==> src/rtl/fetch_queue_if.sv <==
// Issue-side and instruction-memory signals of the dual-issue fetch queue.
// master = the queue itself, slave = the memory/core environment around it.
interface fetch_queue_if;
   logic        imem_req;
   logic [31:0] imem_addr;
   logic [31:0] imem_rdata;
   logic [31:0] inst1;
   logic [31:0] inst2;
   logic        valid1;
   logic        valid2;
   logic [31:0] pc1;
   logic [1:0]  pop_cnt;
   logic        redirect;
   logic [31:0] redirect_pc;

   modport master (
      output imem_req, imem_addr, inst1, inst2, valid1, valid2, pc1,
      input  imem_rdata, pop_cnt, redirect, redirect_pc
   );

   modport slave (
      input  imem_req, imem_addr, inst1, inst2, valid1, valid2, pc1,
      output imem_rdata, pop_cnt, redirect, redirect_pc
   );
endinterface

==> src/rtl/fetch_queue.sv <==
// Dual-issue prefetch queue: streams sequential words from a 1-cycle imem into a circular buffer.
// Optional FETCHQ_PERF_EN adds perf_empty_cycles / perf_redirects counters.
module fetch_queue #(
   parameter int          DEPTH    = 8,
   parameter logic [31:0] RESET_PC = 32'h0
) (
   input  logic               clk,
   input  logic               reset,
   fetch_queue_if.master      bus
`ifdef FETCHQ_PERF_EN
   ,
   output logic [31:0]        perf_empty_cycles,
   output logic [31:0]        perf_redirects
`endif
);
   localparam int AW = $clog2(DEPTH);
   localparam int CW = AW + 1;
   localparam logic [CW:0] DEPTH_V = (CW+1)'(DEPTH);

   logic [31:0]   mem_q [DEPTH];
   logic [31:0]   fetch_pc_q, fetch_pc_d;
   logic [31:0]   head_pc_q, head_pc_d;
   logic [AW-1:0] rd_ptr_q, rd_ptr_d;
   logic [AW-1:0] wr_ptr_q, wr_ptr_d;
   logic [CW-1:0] count_q, count_d;
   logic          pending_q, pending_d;
   logic          drop_q, drop_d;

   logic          req_s;
   logic          push_s;
   logic          mem_we_s;
   logic [1:0]    pop_req_s;
   logic [1:0]    eff_pop_s;
   logic [31:0]   redir_pc_s;

   // Credit check, pop clamping and next-state computation
   always_comb begin
      pop_req_s  = (bus.pop_cnt == 2'd3) ? 2'd2 : bus.pop_cnt;
      if (CW'(pop_req_s) > count_q) begin
         eff_pop_s = count_q[1:0];
      end else begin
         eff_pop_s = pop_req_s;
      end
      // In-flight requests hold a slot so a returning word always has room
      req_s      = !reset && !bus.redirect &&
                   (((CW+1)'(count_q) + (CW+1)'(pending_q)) < DEPTH_V);
      push_s     = pending_q && !drop_q;
      redir_pc_s = {bus.redirect_pc[31:2], 2'b00};

      fetch_pc_d = fetch_pc_q;
      head_pc_d  = head_pc_q;
      rd_ptr_d   = rd_ptr_q;
      wr_ptr_d   = wr_ptr_q;
      count_d    = count_q;
      pending_d  = 1'b0;
      drop_d     = 1'b0;
      mem_we_s   = 1'b0;

      if (bus.redirect) begin
         count_d    = {CW{1'b0}};
         rd_ptr_d   = wr_ptr_q;
         fetch_pc_d = redir_pc_s;
         head_pc_d  = redir_pc_s;
         drop_d     = pending_q;
      end else begin
         mem_we_s   = push_s;
         pending_d  = req_s;
         fetch_pc_d = req_s ? (fetch_pc_q + 32'd4) : fetch_pc_q;
         wr_ptr_d   = push_s ? (wr_ptr_q + AW'(1)) : wr_ptr_q;
         rd_ptr_d   = rd_ptr_q + AW'(eff_pop_s);
         head_pc_d  = head_pc_q + {28'd0, eff_pop_s, 2'b00};
         count_d    = count_q + CW'(push_s) - CW'(eff_pop_s);
      end
   end

   // Queue control state
   always_ff @(posedge clk or posedge reset) begin
      if (reset) begin
         fetch_pc_q <= RESET_PC;
         head_pc_q  <= RESET_PC;
         rd_ptr_q   <= {AW{1'b0}};
         wr_ptr_q   <= {AW{1'b0}};
         count_q    <= {CW{1'b0}};
         pending_q  <= 1'b0;
         drop_q     <= 1'b0;
      end else begin
         fetch_pc_q <= fetch_pc_d;
         head_pc_q  <= head_pc_d;
         rd_ptr_q   <= rd_ptr_d;
         wr_ptr_q   <= wr_ptr_d;
         count_q    <= count_d;
         pending_q  <= pending_d;
         drop_q     <= drop_d;
      end
   end

   // Word storage; contents are meaningless until counted, so no reset
   always_ff @(posedge clk) begin
      if (mem_we_s) begin
         mem_q[wr_ptr_q] <= bus.imem_rdata;
      end
   end

   // Issue pair and fetch request, derived from state only (plus redirect for the request)
   always_comb begin
      bus.imem_req  = req_s;
      bus.imem_addr = fetch_pc_q;
      bus.inst1     = mem_q[rd_ptr_q];
      bus.inst2     = mem_q[rd_ptr_q + AW'(1)];
      bus.valid1    = (count_q != {CW{1'b0}});
      bus.valid2    = (count_q >= CW'(2));
      bus.pc1       = head_pc_q;
   end

`ifdef FETCHQ_PERF_EN
   logic [31:0] perf_empty_q, perf_empty_d;
   logic [31:0] perf_redir_q, perf_redir_d;

   // Performance counter increments
   always_comb begin
      perf_empty_d = perf_empty_q + ((count_q == {CW{1'b0}}) ? 32'd1 : 32'd0);
      perf_redir_d = perf_redir_q + (bus.redirect ? 32'd1 : 32'd0);
   end

   // Performance counters
   always_ff @(posedge clk or posedge reset) begin
      if (reset) begin
         perf_empty_q <= 32'd0;
         perf_redir_q <= 32'd0;
      end else begin
         perf_empty_q <= perf_empty_d;
         perf_redir_q <= perf_redir_d;
      end
   end

   assign perf_empty_cycles = perf_empty_q;
   assign perf_redirects    = perf_redir_q;
`endif
endmodule

==> src/flat_wrapper.sv <==
// flat-port wrapper written by rule: the top's interface ports become plain ports
module fetch_queue_flat 
#(
   parameter int          DEPTH    = 8,
   parameter logic [31:0] RESET_PC = 32'h0
)
  (clk, reset, bus_imem_req, bus_imem_addr, bus_inst1, bus_inst2, bus_valid1, bus_valid2, bus_pc1, bus_imem_rdata, bus_pop_cnt, bus_redirect, bus_redirect_pc);
  fetch_queue_if bus_i ();
  input  logic clk;
  input  logic reset;
  output wire logic [$bits(bus_i.imem_req)-1:0] bus_imem_req;
  output wire logic [$bits(bus_i.imem_addr)-1:0] bus_imem_addr;
  output wire logic [$bits(bus_i.inst1)-1:0] bus_inst1;
  output wire logic [$bits(bus_i.inst2)-1:0] bus_inst2;
  output wire logic [$bits(bus_i.valid1)-1:0] bus_valid1;
  output wire logic [$bits(bus_i.valid2)-1:0] bus_valid2;
  output wire logic [$bits(bus_i.pc1)-1:0] bus_pc1;
  input wire logic [$bits(bus_i.imem_rdata)-1:0] bus_imem_rdata;
  input wire logic [$bits(bus_i.pop_cnt)-1:0] bus_pop_cnt;
  input wire logic [$bits(bus_i.redirect)-1:0] bus_redirect;
  input wire logic [$bits(bus_i.redirect_pc)-1:0] bus_redirect_pc;
  assign bus_imem_req = bus_i.imem_req;
  assign bus_imem_addr = bus_i.imem_addr;
  assign bus_inst1 = bus_i.inst1;
  assign bus_inst2 = bus_i.inst2;
  assign bus_valid1 = bus_i.valid1;
  assign bus_valid2 = bus_i.valid2;
  assign bus_pc1 = bus_i.pc1;
  assign bus_i.imem_rdata = bus_imem_rdata;
  assign bus_i.pop_cnt = bus_pop_cnt;
  assign bus_i.redirect = bus_redirect;
  assign bus_i.redirect_pc = bus_redirect_pc;
  fetch_queue #(.DEPTH(DEPTH), .RESET_PC(RESET_PC)) u_core (.clk(clk), .reset(reset), .bus(bus_i));
endmodule
==> config.mk <==
export PLATFORM = sky130hd
export DESIGN_NAME = fetch_queue_flat
export DESIGN_NICKNAME = d
export VERILOG_FILES = /design/src/rtl/fetch_queue_if.sv /design/src/rtl/fetch_queue.sv /design/src/flat_wrapper.sv
export SDC_FILE = /design/constraint.sdc
export NUM_CORES = 1
export LEC_CHECK = 0
export BUFFER_PORTS_ARGS = -buffer_cell sky130_fd_sc_hd__clkbuf_2
export CORE_MARGIN = 3
export CORE_UTILIZATION = 25
export CTS_CLUSTER_DIAMETER = 50
export DETAILED_ROUTE_END_ITERATION = 7
export HOLD_SLACK_MARGIN = 0.05
export SYNTH_ARGS = -nofsm -noshare
export SYNTH_HDL_FRONTEND = slang
export SYNTH_SLANG_ARGS = --single-unit
==> constraint.sdc <==
create_clock -name clk -period 4 [get_ports clk]
set_clock_uncertainty 0.1 [all_clocks]
set_input_delay 0.2 -clock clk [delete_from_list [all_inputs] [get_ports clk]]
set_output_delay 0.2 -clock clk [all_outputs]
set_load 0.05 [all_outputs]
# ---- Word level (Yosys, flattened, before mapping)
# Memory sizes are Yosys's and may differ from the RTL's.
# Cells that the tools add are included.
dict set report totals {
  wordCells 42
  ff_bits 76
  mem_bits_rw 256
  out_inout_bits 131
  memories 1
}
# name words word_bits read_ports rd_ports_with_merged_regs wr line
set mem_list {}
lappend mem_list {u_core.mem_q 8 32 2 0 1 fetch_queue.sv:20} ;# logic [31:0] mem_q [DEPTH];
dict set report op_classes {
  bitwise 1
  n_reduce_logical 9
  order_cmp 3
  n_mux 12
  n_eq_ne 1
  add_sub_neg 8
}
# operator count
set op_table {}
lappend op_table {{$mux 32} 3}
lappend op_table {{$add 32x3->32 const B} 1}
lappend op_table {{$add 32x4->32} 1}
lappend op_table {{$add 3x1->3 const B} 2}
lappend op_table {{$add 4x1->5} 1}
lappend op_table {{$lt 5x4->1 const B} 1}
lappend op_table {{$mux 1} 5}
lappend op_table {{$add 4x1->4} 1}
lappend op_table {{$ge 4x2->1 const B} 1}
lappend op_table {{$gt 2x4->1} 1}
lappend op_table {{$mux 2} 2}
lappend op_table {{$mux 4} 1}
lappend op_table {{$reduce_bool 4->1} 1}
lappend op_table {{$sub 4x2->4} 1}
lappend op_table {{$add 3x2->3} 1}
lappend op_table {{$logic_and 1x1->1} 3}
lappend op_table {{$logic_not 1->1} 3}
lappend op_table {{$mux 3} 1}
lappend op_table {{$eq 2x2->1 const B} 1}
lappend op_table {{$reduce_and 2->1} 1}
lappend op_table {{$reduce_bool 2->1} 1}
lappend op_table {{$not 1->1} 1}

# ---- Depth between registers and ports, before layout
# Gate-level depths: netlist of the first run.
dict set report logic_depth {
  ltp_word 6
  depth_mapped 13
  mapped_depth_nobuf 13
}

# ---- Worst setup path after synthesis of the first run
# OpenSTA, ideal clock, no wires.
dict set report synth_path {
  path_kind {register to register}
  startpoint {reg u_core.pending_q}
  endpoint {mem u_core.mem_q[0][0], enable pin}
  required_ns 3.439
  n_path_buf 1
  arrival_time_ns 3.150
  path_stages_with_launch 6
  setup_ns 0.461
  path_slack_ns 0.289
  path_cell_list {dfrtp_1 -> nor2b_1 -> and2_1 -> clkbuf_1 -> nand2b_1 -> nor3_1}
}
dict set report synth_between {
  elab_chain_cells 4
}
# item line
set synth_rtl {}
lappend synth_rtl {{start, declared} fetch_queue.sv:26} ;# logic pending_q, pending_d;
lappend synth_rtl {{start signal, assigned} fetch_queue.sv:92} ;# pending_q <= pending_d;
lappend synth_rtl {{$logic_and 1x1->1} fetch_queue.sv:47} ;# push_s = pending_q && !drop_q;
lappend synth_rtl {{$mux 1} fetch_queue.sv:59} ;# if (bus.redirect) begin
lappend synth_rtl {{$mux 1} fetch_queue.sv:99} ;# if (mem_we_s) begin
lappend synth_rtl {{$mux 1 (not written as such)} fetch_queue.sv:100} ;# mem_q[wr_ptr_q] <= bus.imem_rdata;
lappend synth_rtl {{end, declared} fetch_queue.sv:20}
# No other way between the ends.

# ---- Final worst setup path of the first run
dict set report layout_path {
  startpoint {reg u_core.rd_ptr_q[1]}
  endpoint {out bus_inst2[0]}
}
dict set report layout_between {
  elab_chain_cells 2
}
# item line
set layout_rtl {}
lappend layout_rtl {{start, declared} fetch_queue.sv:23} ;# logic [AW-1:0] rd_ptr_q, rd_ptr_d;
lappend layout_rtl {{start signal, assigned} fetch_queue.sv:81} ;# rd_ptr_q <= {AW{1'b0}};
lappend layout_rtl {{start signal, assigned} fetch_queue.sv:89} ;# rd_ptr_q <= rd_ptr_d;
lappend layout_rtl {{$add 3x1->3} fetch_queue.sv:109} ;# bus.inst2 = mem_q[rd_ptr_q + AW'(1)];
lappend layout_rtl {{$mem_v2 8x32} --}
lappend layout_rtl {{end, declared} flat_wrapper.sv:14} ;# output wire logic [$bits(bus_i.inst2)-1:0] bus_inst2;
# No other way between the ends.

==> impl_metrics.env, run 1 <==
export IMPL_outcome="completed"
export IMPL_layout_drive_gt1_share_pct=44.0
export IMPL_fill_cells=6059
export IMPL_drc_errors=0
export IMPL_ys_async_sr_fraction_pct=22.0
export IMPL_ys_types=50
export IMPL_finalSetupViolCount=0
export IMPL_peakVddDrop_uv=493
export IMPL_hold_class="in2reg"
export IMPL_crit_fanout=21
export IMPL_cellLeakagePower_uw=0.00709
export IMPL_reg2reg_from="u_core.count_q[1]"
export IMPL_tightestPinTransition_ns=1.05
export IMPL_slowest_stage="ha_2"
export IMPL_drv_slew=0
export IMPL_power_density_nw_per_um2=802
export IMPL_vias=9536
export IMPL_ys_flop_type="edfxtp_1"
export IMPL_synth_common_cells="edfxtp_1 (256), mux4_2 (128), mux2_2 (104), dfrtp_1 (72)"
export IMPL_nets=1283
export IMPL_antenna_left=0
export IMPL_clock_latency_ns=0.56
export IMPL_crit_type="reg2out"
export IMPL_fin_crit_sh_pct=88.8
export IMPL_p_int_uw=9190
export IMPL_grt_pass1_wl_um=63400
export IMPL_synth_top_area_share_pct=48.6
export IMPL_p_clk_share_pct=25.0
export IMPL_gp_congestion=0.822
export IMPL_synthesis_area_um2=15800
export IMPL_max_cap_violations=0
export IMPL_required_ns=3.70
export IMPL_crit_chain="ha_2, buf_4, mux4_2, mux2_2, clkbuf_2"
export IMPL_postCtsSetupBuffers=0
export IMPL_synth_cells=922
export IMPL_synth_edf_count=256
export IMPL_numCtsBuffers=46
export IMPL_r2r_end="u_core.bus.pc1[26]"
export IMPL_ys_warn_count=0
export IMPL_rsz0062_at_grt="no"
export IMPL_pwr_share_seq_pct=26.1
export IMPL_max_stage_delay_ns=0.70
export IMPL_fp_coreArea_um2=62200
export IMPL_seq_area_frac_synth_pct=60.0
export IMPL_dieArea_um2=66300
export IMPL_ys_seq_elements=328
export IMPL_ctsResizeCount=0
export IMPL_p_sw_share_pct=42.8
export IMPL_diodes=0
export IMPL_min_period_ns=3.55
export IMPL_num_rows=91
export IMPL_end_kind="output pin"
export IMPL_hold_viol=0
export IMPL_setup_tns_ns=0
export IMPL_rrSetupSlack_ns=0.46
export IMPL_h_tree_depth=2
export IMPL_max_slew_margin_pct=29.7
export IMPL_tritoncts="done"
export IMPL_antenna_found_initial=2
export IMPL_pin_count=200
export IMPL_arrival_ns=3.25
export IMPL_critPathCapture="bus_inst2[0]"
export IMPL_synth_area_leaders="edfxtp_1 (49%), mux4_2 (18%), dfrtp_1 (11%)"
export IMPL_start_util_pct=25.4
export IMPL_synth_area_per_cell_um2=17.2
export IMPL_cts_sinks=328
export IMPL_globalRouteTotalUtil_pct=12.4
export IMPL_synth_largest_area_cell="edfxtp_1"
export IMPL_dp_hpwl_um=25600
export IMPL_synth_most_common_cell="edfxtp_1"
export IMPL_grt_max_degree=130
export IMPL_fin_util_pct=32.3
export IMPL_grt_pass1_vias=10500
export IMPL_drt_pass1_iterations=4
export IMPL_ff2ff_path_depth=13
export IMPL_viasPerCell=4.61
export IMPL_whs_path_depth=6
export IMPL_share_comb_of_total_power_pct=48.9
export IMPL_start_kind="flop"
export IMPL_clk_pin_slew_ns=0.06
export IMPL_routedWlPerCell_um=19.8
export IMPL_root_buffer="clkbuf_16"
export IMPL_grt_ovfl_total=0
export IMPL_max_clock_freq_mhz=282
export IMPL_fp_dieW_um=258
export IMPL_port_buffers=193
export IMPL_area_growth_pct=26.8
export IMPL_startpoint="u_core.rd_ptr_q[1]"
export IMPL_drtIter0Drc=485
export IMPL_die_y_um=258
export IMPL_clk_path_buf_depth=3
export IMPL_finalWirelength_um=41000
export IMPL_switchingPower_uw=6890
==> power by group through the flow <==
stage	Sequential, uW	Combinational [uW]	Clock, uW
after floorplan	4420	5950	0
after global placement	4250	7860	0
after detailed placement	4270	7940	0
after CTS	4210	8020	4170
after global routing	4240	8360	4320
final	4200	7860	4030
==> sequential cells by signal, indices dropped and copies added, names as in the netlist <==
| name | count |
|---|---|
| u_core.mem_q | 256 |
| u_core.wr_ptr_q | 3 |
| u_core.drop_q | 1 |
| u_core.bus.imem_addr | 30 |
| u_core.rd_ptr_q | 3 |
| u_core.bus.pc1 | 30 |
| u_core.pending_q | 1 |
| u_core.count_q | 4 |
==> metal layers <==
layer | vias to the layer above | share of wire [%] | global-route usage [%]
met1 | 4893 | 41 | 15.6
met2 | 311 | 49 | 21.0
li1 | 4269 | - | -
met5 | - | 0.061 | 0
met4 | 4 | 2.0 | 2.88
met3 | 59 | 7.5 | 3.87
==> repair_timing <==
action,CTS,global route
setup endpoints to repair,0,0
hold buffers,64,0
hold endpoints to repair,366,0
==> through the flow <==
stage | instance area (um2) | instances | power (uW) | setup slack (ns) | hold WS, ns
after floorplan | 15800 | 925 | 10400 | 0.289 | 0.199
after global placement | 17900 | 1920 | 12100 | 0.579 | 0.351
after detailed placement | 17900 | 1920 | 12200 | 0.482 | 0.345
after CTS | 20100 | 2069 | 16400 | 0.311 | 0.266
after global routing | 20100 | 2069 | 16900 | 0.196 | 0.309
final | 20100 | 2069 | 16100 | 0.449 | 0.309
==> worst max-delay path: cells and delay by family (launching register included) <==
family                     cells  cell delay, ns
adders and majority gates      1            0.70
DFF                            1            0.65
muxes                          2            0.65
buffers and inverters          2            0.64
==> cell families (layout without fill, tap and decap cells) <==
| logic type | Yosys count | in the layout | share of synthesized area (%) |
|---|---|---|---|
| other | 1 | 4 | 0.0237 |
| AND/OR/NAND/NOR | 165 | 165 | 5.54 |
| buffers and inverters | 79 | 386 | 2.10 |
| multiplexers | 238 | 238 | 26.0 |
| XOR/XNOR | 54 | 54 | 2.99 |
| AO/OA/AOI/OAI | 38 | 38 | 1.71 |
| adder cells (fa/ha/maj) | 19 | 19 | 1.64 |
| flip-flops | 328 | 328 | 60.0 |
==> how the worst min path moves through the flow <==
stage                        start                       end  slack, ns
2_1_floorplan    bus_imem_rdata[0]        u_core.mem_q[0][0]       0.20
3_3_place_gp   bus_redirect_pc[29]  u_core.bus.imem_addr[29]       0.35
3_5_place_dp   bus_redirect_pc[29]  u_core.bus.imem_addr[29]       0.35
4_1_cts         bus_redirect_pc[8]   u_core.bus.imem_addr[8]       0.27
5_1_grt         bus_redirect_pc[8]   u_core.bus.imem_addr[8]       0.31
6_report            bus_pop_cnt[1]         u_core.bus.pc1[3]       0.31
==> layout make-up <==
cell class,instances,area (um2),area share (%)
flip-flops and latches,328,9500,47.3
clock inverters,33,349,1.74
clock buffers,52,1190,5.96
repair buffers,278,1800,8.98
well taps,837,1050,5.22
multi-input cells,518,6090,30.3
inverters,23,86.3,0.430
==> placed cells by master, fill, tap and decap left out, drive strengths merged, types with 3 or more instances in the layout <==
cell type | synthesis | final
a21boi | 6 | 6
a21oi | 3 | 3
and2 | 6 | 6
and3 | 3 | 3
and4 | 7 | 7
buf | 22 | 21
bufinv | 0 | 4
clkbuf | 34 | 245
clkinv | 0 | 16
clkinvlp | 0 | 4
conb | 1 | 4
dfrtp | 72 | 72
dlygate4sd3 | 0 | 64
edfxtp | 256 | 256
fa | 3 | 3
ha | 16 | 16
inv | 23 | 32
mux2 | 105 | 105
mux2i | 5 | 5
mux4 | 128 | 128
nand2 | 33 | 33
nand2b | 6 | 6
nand3 | 21 | 21
nand4 | 23 | 23
nor2 | 29 | 29
nor2b | 4 | 4
nor3 | 15 | 15
nor4 | 12 | 12
o211ai | 5 | 5
o21ai | 10 | 10
o311ai | 4 | 4
xnor2 | 34 | 34
xor2 | 20 | 20
No activity file was read; power rests on OpenSTA's default activity.
==> run 2, diff against run 1 <==
--- a/config.mk
+++ b/config.mk
@@ -6,7 +6,7 @@
 export NUM_CORES = 1
 export LEC_CHECK = 0
 export BUFFER_PORTS_ARGS = -buffer_cell sky130_fd_sc_hd__clkbuf_2
-export CORE_MARGIN = 3
+export CORE_MARGIN = 4
 export CORE_UTILIZATION = 25
 export CTS_CLUSTER_DIAMETER = 50
 export DETAILED_ROUTE_END_ITERATION = 7
==> run 2 against run 1 <==
- global-route usage down 0.095 points
- non-clock buffer count down 2
- die area up 1.6%
- worst hold slack worse by 0.0055 ns
- sequential power down 1%
- flip-flop and latch count unchanged
- clock power up 5%
- critical path depth up 8
==> impl_metrics.env, run 2 (same netlist as run 1, synthesis figures left out) <==
export IMPL_crit_path_frequent_cell="ha_1"
export IMPL_fin_crit_sh_pct=85.8
export IMPL_hold_viol=0
export IMPL_h_tree_depth=2
export IMPL_gp_congestion=0.833
export IMPL_peakVddDrop_uv=705
export IMPL_globalRouteTotalUtil_pct=12.3
export IMPL_start_kind="flop"
export IMPL_finalSetupViolCount=0
export IMPL_ff_latch_area_um2=9500
export IMPL_grt_pass1_vias=10500
export IMPL_end_kind="flop"
export IMPL_outcome="completed"
export IMPL_setup_tns_ns=0
export IMPL_vias=9660
export IMPL_cellLeakagePower_uw=0.00712
export IMPL_fin_util_pct=32.4
export IMPL_antenna_found_initial=2
export IMPL_max_stage_delay_ns=0.43
export IMPL_layout_drive_gt1_share_pct=43.9
export IMPL_fp_dieW_um=260
export IMPL_required_ns=4.35
export IMPL_cts_sinks=328
export IMPL_fp_coreArea_um2=62200
export IMPL_postCtsSetupBuffers=0
export IMPL_finalWirelength_um=41500
export IMPL_antenna_left=0
export IMPL_viasPerCell=4.68
export IMPL_numCtsBuffers=46
export IMPL_drtIter0Drc=442
export IMPL_port_buffers=193
export IMPL_top_register="u_core.mem_q"
export IMPL_power_density_nw_per_um2=811
export IMPL_largest_reg_flops=256
export IMPL_drt_pass1_iterations=5
export IMPL_min_period_ns=3.43
export IMPL_rsz0062_at_grt="no"
export IMPL_clock_latency_ns=0.57
export IMPL_fill_cells=6052
export IMPL_start_util_pct=25.4
export IMPL_tightestPinTransition_ns=1.09
export IMPL_arrival_ns=3.79
export IMPL_die_y_um=260
export IMPL_clk_pin_slew_ns=0.06
export IMPL_tritoncts="done"
export IMPL_multi_input_area_um2=6100
export IMPL_instances_no_fill=2066
export IMPL_dp_hpwl_um=25200
export IMPL_rrSetupSlack_ns=0.57
export IMPL_max_cap_violations=0
export IMPL_grt_pass1_wl_um=63700
export IMPL_pin_count=200
export IMPL_dieArea_um2=67400
export IMPL_slowest_stage="dfrtp_1"
export IMPL_clk_path_buf_depth=3
export IMPL_num_rows=91
export IMPL_grt_ovfl_total=0
export IMPL_crit_chain="inv_1, ha_1, nor2b_1, o211ai_1, mux2i_1, ha_1, fa_1, and2_1, nand4_1, buf_4, nor3_1, xor2_1, mux2_2"
export IMPL_root_buffer="clkbuf_16"
export IMPL_final_common_cell="edfxtp_1"
export IMPL_crit_fanout=10
export IMPL_drv_slew=0
export IMPL_routedWlPerCell_um=20.1
export IMPL_diodes=0
export IMPL_max_slew_margin_pct=27.3
export IMPL_grt_max_degree=130
export IMPL_nets=1281
export IMPL_drc_errors=0
export IMPL_layout_common_cells="edfxtp_1 (256), clkbuf_2 (193), mux4_2 (128)"
export IMPL_area_growth_pct=27.3
export IMPL_dp_cells=1918
export IMPL_hold_class="in2reg"
export IMPL_max_clock_freq_mhz=291
export IMPL_crit_type="reg2reg"
[run 2: changes by cell type in the layout (fill, tap and decap cells not counted), sizes merged]
cell,change
buf,-2
inv,+1
clkinv,-4
clkinvlp,-1
bufinv,+2
clkbuf,+1
[run 2: power breakdown]
group          internal, uW  switching, uW  total, uW  leakage (uW)
Clock                  2610           1610       4220      0.000781
Combinational          2870           5090       7960       0.00318
Sequential             3910            229       4140       0.00315
Total                  9400           6930      16300       0.00712
[run 2: cell type report]
cell class	instances	share of cell area, %
Clock buffer	53	6.00
Clock inverter	31	2.03
Inverter	23	0.429
Multi-Input combinational cell	518	30.3
Sequential cell	328	47.2
Tap cell	837	5.20
Timing Repair Buffer	276	8.87
[run 2: metrics by stage]
step | total power, uW | cell area (um2) | worst slack (ns) | hold WS, ns
2_1_floorplan | 10400 | 15800 | 0.289 | 0.199
3_3_place_gp | 12200 | 17900 | 0.566 | 0.354
3_5_place_dp | 12300 | 17900 | 0.534 | 0.355
4_1_cts | 16600 | 20100 | 0.541 | 0.270
5_1_grt | 17100 | 20100 | 0.268 | 0.325
6_report | 16300 | 20100 | 0.567 | 0.303
[run 2: worst max-delay path: cells and delay by family (launching register included)]
family	cells	cell delay, ns
adder cells (fa/ha/maj)	3	0.75
multiplexers	2	0.69
AND/OR/NAND/NOR	4	0.68
flip-flops	1	0.43
buffers and inverters	2	0.30
AO/OA/AOI/OAI	1	0.26
XOR/XNOR	1	0.10
[run 2: routing by layer]
metal	part of all wire, %	wire length [um]	global-route usage, %
met1	40	16800	14.9
met2	50	20800	21.4
met3	7.7	3180	3.75
met4	1.9	789	3.16
met5	0.051	21	0
[run 2: final timing paths]
check / from / endpoint / depth (start not counted)
worst max-delay path: u_core.count_q[1] / u_core.bus.pc1[20] / 13
worst min-delay path: bus_pop_cnt[1] / u_core.bus.pc1[3] / 6
worst max register to register: u_core.count_q[1] / u_core.bus.pc1[20] / 13
worst min register to register: u_core.pending_q / u_core.drop_q / 1
max in group asynchronous: reset / u_core.bus.pc1[6] / 4
min in group asynchronous: reset / u_core.bus.imem_addr[30] / 3
[run 2: what timing repair did]
item / in CTS / in global routing
gates resized for setup: 0 / 0
endpoints found under the hold margin: 372 / 0
setup endpoints to repair: 0 / 0
hold buffers: 64 / 0
